[config.mk]
export PLATFORM = sky130hd
export DESIGN_NAME = nonce_reporter
export DESIGN_NICKNAME = d
export VERILOG_FILES = /design/src/rtl/nonce_report_pkg.sv /design/src/rtl/nonce_reporter_sync_fifo.sv /design/src/rtl/nonce_reporter.sv
export SDC_FILE = /design/constraint.sdc
export NUM_CORES = 1
export LEC_CHECK = 0
export CAP_MARGIN = 20
export CORE_MARGIN = 4
export CORE_UTILIZATION = 53
export CTS_CLUSTER_DIAMETER = 40
export DETAILED_ROUTE_END_ITERATION = 8
export HOLD_SLACK_MARGIN = 0.05
export PLACE_DENSITY = 0.83
export SLEW_MARGIN = 20
export SYNTH_ARGS = -nofsm -noshare
export SYNTH_HDL_FRONTEND = slang
export SYNTH_SLANG_ARGS = --single-unit
[constraint.sdc]
create_clock -name hash_clk -period 3.1 [get_ports hash_clk]
set_clock_uncertainty 0.05 [all_clocks]
set_input_delay 0.31 -clock hash_clk [delete_from_list [all_inputs] [get_ports hash_clk]]
set_output_delay 0.31 -clock hash_clk [all_outputs]
set_load 0.05 [all_outputs]
[src/rtl/nonce_report_pkg.sv]
// nonce_report_pkg
// Shared definitions for the golden-nonce reporter: the serializer FSM state
// encoding and the default frame header byte.
// No ports.
package nonce_report_pkg;

    localparam logic [7:0] HDR_BYTE_DEFAULT = 8'h4E;

    // state   | meaning
    // IDLE    | nothing in flight, waiting for a queued nonce
    // HDR     | presenting the frame header byte
    // B3..B0  | presenting nonce bytes, most significant first
    typedef enum logic [2:0] {
        ST_IDLE = 3'd0,
        ST_HDR  = 3'd1,
        ST_B3   = 3'd2,
        ST_B2   = 3'd3,
        ST_B1   = 3'd4,
        ST_B0   = 3'd5
    } state_e;

endpackage

[src/rtl/nonce_reporter_sync_fifo.sv]
// sync_fifo
// Single-clock FIFO holding golden nonces waiting to be framed.
// Ports:
//   clk      rising-edge clock
//   rst_n    synchronous active-low reset (pointers and count only)
//   flush_i  discard all entries; a coincident push lands in the emptied FIFO
//   push_i   write data_i (accepted if not full, or if a pop frees a slot)
//   data_i   entry to write
//   pop_i    remove head entry (ignored when empty or flushing)
//   head_o   current head entry
//   count_o  number of stored entries
//   drop_o   push rejected this cycle because the FIFO was full
module sync_fifo #(
    parameter int WIDTH = 32,
    parameter int DEPTH = 4
) (
    input  logic                     clk,
    input  logic                     rst_n,
    input  logic                     flush_i,
    input  logic                     push_i,
    input  logic [WIDTH-1:0]         data_i,
    input  logic                     pop_i,
    output logic [WIDTH-1:0]         head_o,
    output logic [$clog2(DEPTH):0]   count_o,
    output logic                     drop_o
);

    localparam int PTR_W = $clog2(DEPTH);

    logic [WIDTH-1:0] mem_q [DEPTH];
    logic [PTR_W-1:0] rd_ptr_q, rd_ptr_d;
    logic [PTR_W-1:0] wr_ptr_q, wr_ptr_d;
    logic [PTR_W-1:0] wr_addr;
    logic [PTR_W:0]   count_q, count_d;
    logic             full, pop_ok, push_ok;

    assign full    = (count_q == (PTR_W+1)'(DEPTH));
    assign pop_ok  = pop_i && (count_q != '0) && !flush_i;
    // A same-cycle pop frees a slot; after a flush there is always room.
    assign push_ok = push_i && (flush_i || !full || pop_ok);
    assign drop_o  = push_i && !push_ok;
    assign head_o  = mem_q[rd_ptr_q];
    assign count_o = count_q;

    always_comb begin
        rd_ptr_d = rd_ptr_q;
        wr_ptr_d = wr_ptr_q;
        count_d  = count_q;
        wr_addr  = wr_ptr_q;
        if (flush_i) begin
            rd_ptr_d = '0;
            wr_addr  = '0;
            wr_ptr_d = PTR_W'(push_i);
            count_d  = (PTR_W+1)'(push_i);
        end else begin
            rd_ptr_d = rd_ptr_q + PTR_W'(pop_ok);
            wr_ptr_d = wr_ptr_q + PTR_W'(push_ok);
            count_d  = count_q + (PTR_W+1)'(push_ok) - (PTR_W+1)'(pop_ok);
        end
    end

    always_ff @(posedge clk) begin
        if (!rst_n) begin
            rd_ptr_q <= '0;
            wr_ptr_q <= '0;
            count_q  <= '0;
        end else begin
            rd_ptr_q <= rd_ptr_d;
            wr_ptr_q <= wr_ptr_d;
            count_q  <= count_d;
        end
    end

    always_ff @(posedge clk) begin
        if (push_ok) begin
            mem_q[wr_addr] <= data_i;
        end
    end

endmodule

[src/rtl/nonce_reporter.sv]
// nonce_reporter
// Queues golden nonces from the miner core and serializes each one as a
// 5-byte frame (header, then nonce MSB first) towards a UART transmitter
// using a valid/ready handshake.
// Ports:
//   hash_clk          rising-edge clock
//   reset_n           synchronous active-low reset
//   golden_nonce      nonce, valid with new_golden_nonce
//   new_golden_nonce  single-cycle strobe
//   flush             new-work pulse, discards queued nonces and clears overflow
//   tx_data/tx_valid  byte towards the transmitter
//   tx_ready          transmitter accepts the byte this cycle
//   fifo_count        queued nonces, not counting the frame in flight
//   overflow          sticky, a nonce was dropped on a full FIFO
module nonce_reporter
    import nonce_report_pkg::*;
#(
    parameter int         DEPTH    = 4,
    parameter logic [7:0] HDR_BYTE = HDR_BYTE_DEFAULT
) (
    input  logic                   hash_clk,
    input  logic                   reset_n,
    input  logic [31:0]            golden_nonce,
    input  logic                   new_golden_nonce,
    input  logic                   flush,
    output logic [7:0]             tx_data,
    output logic                   tx_valid,
    input  logic                   tx_ready,
    output logic [$clog2(DEPTH):0] fifo_count,
    output logic                   overflow
);

    state_e      state_q;
    logic [31:0] frame_q;
    logic [7:0]  tx_data_q;
    logic        tx_valid_q;
    logic        overflow_q;

    logic [31:0] fifo_head;
    logic        fifo_drop;
    logic        load;

    // Start a new frame from IDLE, or chain directly after the last byte is
    // accepted. A flush suppresses the pop so discarded nonces are never sent.
    assign load = (fifo_count != '0) && !flush &&
                  ((state_q == ST_IDLE) || ((state_q == ST_B0) && tx_ready));

    sync_fifo #(
        .WIDTH (32),
        .DEPTH (DEPTH)
    ) u_fifo (
        .clk     (hash_clk),
        .rst_n   (reset_n),
        .flush_i (flush),
        .push_i  (new_golden_nonce),
        .data_i  (golden_nonce),
        .pop_i   (load),
        .head_o  (fifo_head),
        .count_o (fifo_count),
        .drop_o  (fifo_drop)
    );

    always_ff @(posedge hash_clk) begin
        if (!reset_n) begin
            state_q    <= ST_IDLE;
            frame_q    <= '0;
            tx_data_q  <= '0;
            tx_valid_q <= 1'b0;
            overflow_q <= 1'b0;
        end else begin
            if (flush) begin
                overflow_q <= 1'b0;
            end else if (fifo_drop) begin
                overflow_q <= 1'b1;
            end

            case (state_q)
                ST_IDLE: begin
                    if (load) begin
                        frame_q    <= fifo_head;
                        state_q    <= ST_HDR;
                        tx_valid_q <= 1'b1;
                        tx_data_q  <= HDR_BYTE;
                    end
                end
                ST_HDR: begin
                    if (tx_ready) begin
                        state_q   <= ST_B3;
                        tx_data_q <= frame_q[31:24];
                    end
                end
                ST_B3: begin
                    if (tx_ready) begin
                        state_q   <= ST_B2;
                        tx_data_q <= frame_q[23:16];
                    end
                end
                ST_B2: begin
                    if (tx_ready) begin
                        state_q   <= ST_B1;
                        tx_data_q <= frame_q[15:8];
                    end
                end
                ST_B1: begin
                    if (tx_ready) begin
                        state_q   <= ST_B0;
                        tx_data_q <= frame_q[7:0];
                    end
                end
                ST_B0: begin
                    if (tx_ready) begin
                        if (load) begin
                            frame_q    <= fifo_head;
                            state_q    <= ST_HDR;
                            tx_valid_q <= 1'b1;
                            tx_data_q  <= HDR_BYTE;
                        end else begin
                            state_q    <= ST_IDLE;
                            tx_valid_q <= 1'b0;
                            tx_data_q  <= 8'h00;
                        end
                    end
                end
                default: begin
                    state_q    <= ST_IDLE;
                    tx_valid_q <= 1'b0;
                    tx_data_q  <= 8'h00;
                end
            endcase
        end
    end

    assign tx_data  = tx_data_q;
    assign tx_valid = tx_valid_q;
    assign overflow = overflow_q;

endmodule

==> Flow_metrics.wiki <==
{| class="wikitable"
! Metric !! Value
|-
| Outcome || finished, final reports clean
|-
| Via count of the first global-routing pass || 4,159
|-
| Final period utilization || 78.7%
|-
| Mapped Avg Cell Area || 15.4 um^2
|-
| Count of pins over their slew limit || 0
|-
| Clk buf depth || 2
|-
| Post-route cell area || 8510 um^2
|-
| Global route total overflow || 0
|-
| Multi-input gate area in the final layout || 2140 um^2
|-
| Hpwl dp || 8440 um
|-
| Starting DRT DRC Count || 383
|-
| Register bit count reported by yosys || 180
|-
| Timing-limited maximum frequency || 410 MHz
|-
| Starting Density || 54.4%
|-
| Total iterations of the first detailed-routing run || 5
|-
| Slack of the critical path || 0.660 ns
|-
| Fraction of layout instances using a drive strength above 1 || 26.8%
|-
| DRC viols || 0
|-
| Share of synthesized area occupied by flip-flops and latches || 67.5%
|-
| Endpoint of the most critical register-to-register path || u_fifo.count_o[2]
|-
| Area used by sequential logic in the layout || 4890 um^2
|-
| # clock sinks || 180
|-
| Clock latency at the later pin of the worst-skew pair || 0.42 ns
|-
| Number of primary I/O pins || 50
|-
| Hold path endpoint || frame_q[1]
|-
| Netlist area before placement || 7230 um^2
|-
| Site Rows || 42
|-
| Num CTS Buffers || 17
|-
| Die Footprint || 15,600 um^2
|-
| Most used cells in the layout excluding fill and tap cells || edfxtp_1 (128), nand2_1 (51), dfxtp_1 (51)
|-
| Routed wire length || 13,200 um
|-
| Worst-case register-to-register setup slack || 0.66 ns
|-
| Ys Warns || 0
|-
| Final total negative setup slack || 0 ns
|-
| Crit path arrival time || 2.69 ns
|-
| Critical path startpoint || state_q[2]
|-
| Syn-to-layout area delta || 17.6%
|-
| Max-cap violations || 0
|-
| Final worst path period need || 2.44 ns
|-
| Kind of end point of the critical path || register
|-
| Hold violation count in the final report || 0
|-
| Ant. Diodes || 0
|-
| Clock tree from TritonCTS || done
|-
| Clock transition at the register clock pins on the worst setup and hold paths after CTS || 0.06 ns
|-
| Kind of critical path || reg -> reg
|-
| Number of different library cells in the post-synthesis netlist || 47
|-
| Number of endpoints failing setup at the final stage || 0
|-
| Number of routed nets with antenna violations || 0
|-
| Net total in the final layout || 566
|-
| Transition at the pin with the smallest max-transition slack || 0.652 ns
|-
| Maximum number of pins on one net before global-route repair || 34
|-
| Final cell count without fillers || 713
|-
| Total GRT Usage || 18.1%
|-
| Count of fill cells added during filler insertion || 942
|-
| Setup repair after global routing missed its margin || false
|-
| Data required time at the worst endpoint || 3.35 ns
|-
| Reg-to-reg startpoint || state_q[2]
|-
| Power density over the cells || 661 nW/um^2
|-
| Setup fix buffers added after clock tree synthesis || 0
|-
| Cells after Synth || 469
|-
| R2r worst-path depth || 10
|-
| Placement Cell Area || 7940 um^2
|-
| Number of gates resized after cts || 0
|-
| Area of the placeable core || 13,300 um^2
|-
| Worst Path Max Fanout || 5
|-
| DP Worst Slack || 0.339 ns
|-
| Vias per inst || 5.63
|-
| Global-route wire length before repair || 21,800 um
|-
| Worst hold path stage count || 2
|-
| Die Y || 125 um
|-
| Worst hold path class || reg -> reg
|-
| Number of nets in the synthesized netlist || 511
|-
| Global placer's final weighted congestion || 0.844
|-
| Reported leakage power || 2.73 nW
|-
| Leading cell type in the layout, fill and taps excluded || edfxtp_1
|-
| Detail-routed net length per standard cell || 18.6 um
|-
| CTS H-tree lvls || 4
|-
| Worst max-slew margin expressed relative to the limit || 56.1%
|-
| Hold Startpoint || frame_q[1]
|-
| Horiz. Die Dim || 125 um
|-
| Utilization after layout || 64.0%
|-
| Worst Setup Start Kind || register
|-
| Count of input and output buffers || 49
|-
| Initial antenna violation count || 0
|-
| Placed cells || 681
|-
| Peak supply drop || 0.464 mV
|-
| Count of vias placed by the detailed router || 4,012
|-
| Clock root cell || clkbuf_16
|-
| CTS Hold Bufs || 0
|}
## worst max-delay path, cell delays in order (launching register included)
cell and delay (ns):
dfxtp_1 0.33, or3_4 0.43, a211o_4 0.37, clkinv_4 0.05
ha_1 0.11, inv_1 0.04, ha_1 0.21, fa_1 0.39
xnor2_1 0.18, xnor2_1 0.13, nor2_1 0.05
## registers in the layout, indices dropped and copies added, names as in the netlist
| name | flops |
|---|---|
| tx_data | 8 |
| u_fifo.count_o | 3 |
| u_fifo.rd_ptr_q | 2 |
| u_fifo.mem_q | 128 |
| u_fifo.wr_ptr_q | 2 |
| tx_valid | 1 |
| state_q | 3 |
| overflow | 1 |
| frame_q | 32 |
## final cells by class
type                    count  share of cell area, %
clock buffers              28                   5.84
multi-input cells         248                   25.1
flip-flops and latches    180                   57.4
repair buffers             64                   7.53
well taps                 176                   2.59
inverters                  13                  0.632
clock inverters             4                  0.853
## metrics by stage
step                hold slack, ns  power, mW
finish                       0.412       5.63
global route                 0.435       5.85
CTS                          0.415       5.67
detailed placement           0.405       3.63
global placement             0.398       3.60
floorplan                    0.359       3.40
## report_power, final
group / switching (mW) / leakage (nW) / internal, mW
Sequential: 0.0677 / 1.60 / 2.70
Combinational: 0.482 / 0.862 / 0.328
Clock: 0.793 / 0.273 / 1.25
Total: 1.34 / 2.73 / 4.28
## cell families after synthesis
| logic type | Yosys count | synth area share [%] |
|---|---|---|
| fa+ha+maj | 5 | 0.969 |
| compound gates | 75 | 7.99 |
| simple gates | 123 | 8.74 |
| flops | 180 | 67.5 |
| buf+inv | 41 | 2.96 |
| xor+xnor | 5 | 0.605 |
| mux | 40 | 11.2 |
## worst max-delay path by stage
stage / endpoint / slack, ns / cells after the start
after floorplan: u_fifo.count_o[2] / 0.43 / 11
after global placement: u_fifo.count_o[2] / 0.44 / 11
after detailed placement: u_fifo.count_o[2] / 0.34 / 11
after CTS: u_fifo.count_o[2] / 0.66 / 10
after global routing: u_fifo.count_o[2] / 0.54 / 10
final: u_fifo.count_o[2] / 0.66 / 10
## cells in the mapped netlist, drive strengths merged
| cell | number | share of area (%) |
|---|---|---|
| clkbuf | 13 | 0.67 |
| clkinv | 1 | 0.12 |
| ha | 4 | 0.69 |
| nor2b | 6 | 0.52 |
| nor4bb | 1 | 0.14 |
| edfxtp | 128 | 53 |
| o32ai | 1 | 0.12 |
| and3 | 3 | 0.26 |
| nor2 | 14 | 0.73 |
| nand4b | 1 | 0.12 |
| a31oi | 1 | 0.087 |
| nor3 | 3 | 0.28 |
| a311oi | 1 | 0.12 |
| o21ai | 4 | 0.28 |
| mux4 | 32 | 10 |
| dfxtp | 52 | 14 |
| or2 | 1 | 0.087 |
| nor3b | 5 | 0.52 |
| mux2 | 8 | 1.2 |
| a41oi | 1 | 0.12 |
| a221oi | 4 | 0.48 |
| nor4b | 2 | 0.24 |
| nor4 | 1 | 0.087 |
| a211o | 1 | 0.24 |
| a22oi | 4 | 0.42 |
| or3 | 1 | 0.16 |
| nand2 | 80 | 5.2 |
| fa | 1 | 0.28 |
| a21oi | 39 | 4.2 |
| buf | 15 | 1.5 |
| or4 | 1 | 0.10 |
| a21o | 1 | 0.10 |
| o22ai | 8 | 0.69 |
| o21a | 5 | 0.52 |
| nand3 | 2 | 0.14 |
| and3b | 1 | 0.12 |
| o311ai | 1 | 0.12 |
| nand2b | 1 | 0.087 |
| a32oi | 4 | 0.48 |
| inv | 12 | 0.62 |
| xnor2 | 5 | 0.61 |
## routing by layer
| layer | vias to the layer above | GRT usage (%) | share of wire, % |
|---|---|---|---|
| met3 | 22 | 4.07 | 4.0 |
| met2 | 93 | 28.3 | 50 |
| met1 | 2014 | 24.2 | 43 |
| li1 | 1883 | - | - |
| met4 | 0 | 8.35 | 2.8 |
| met5 | - | 0 | 0 |
Note: power is estimated with default switching activity, not from simulation.
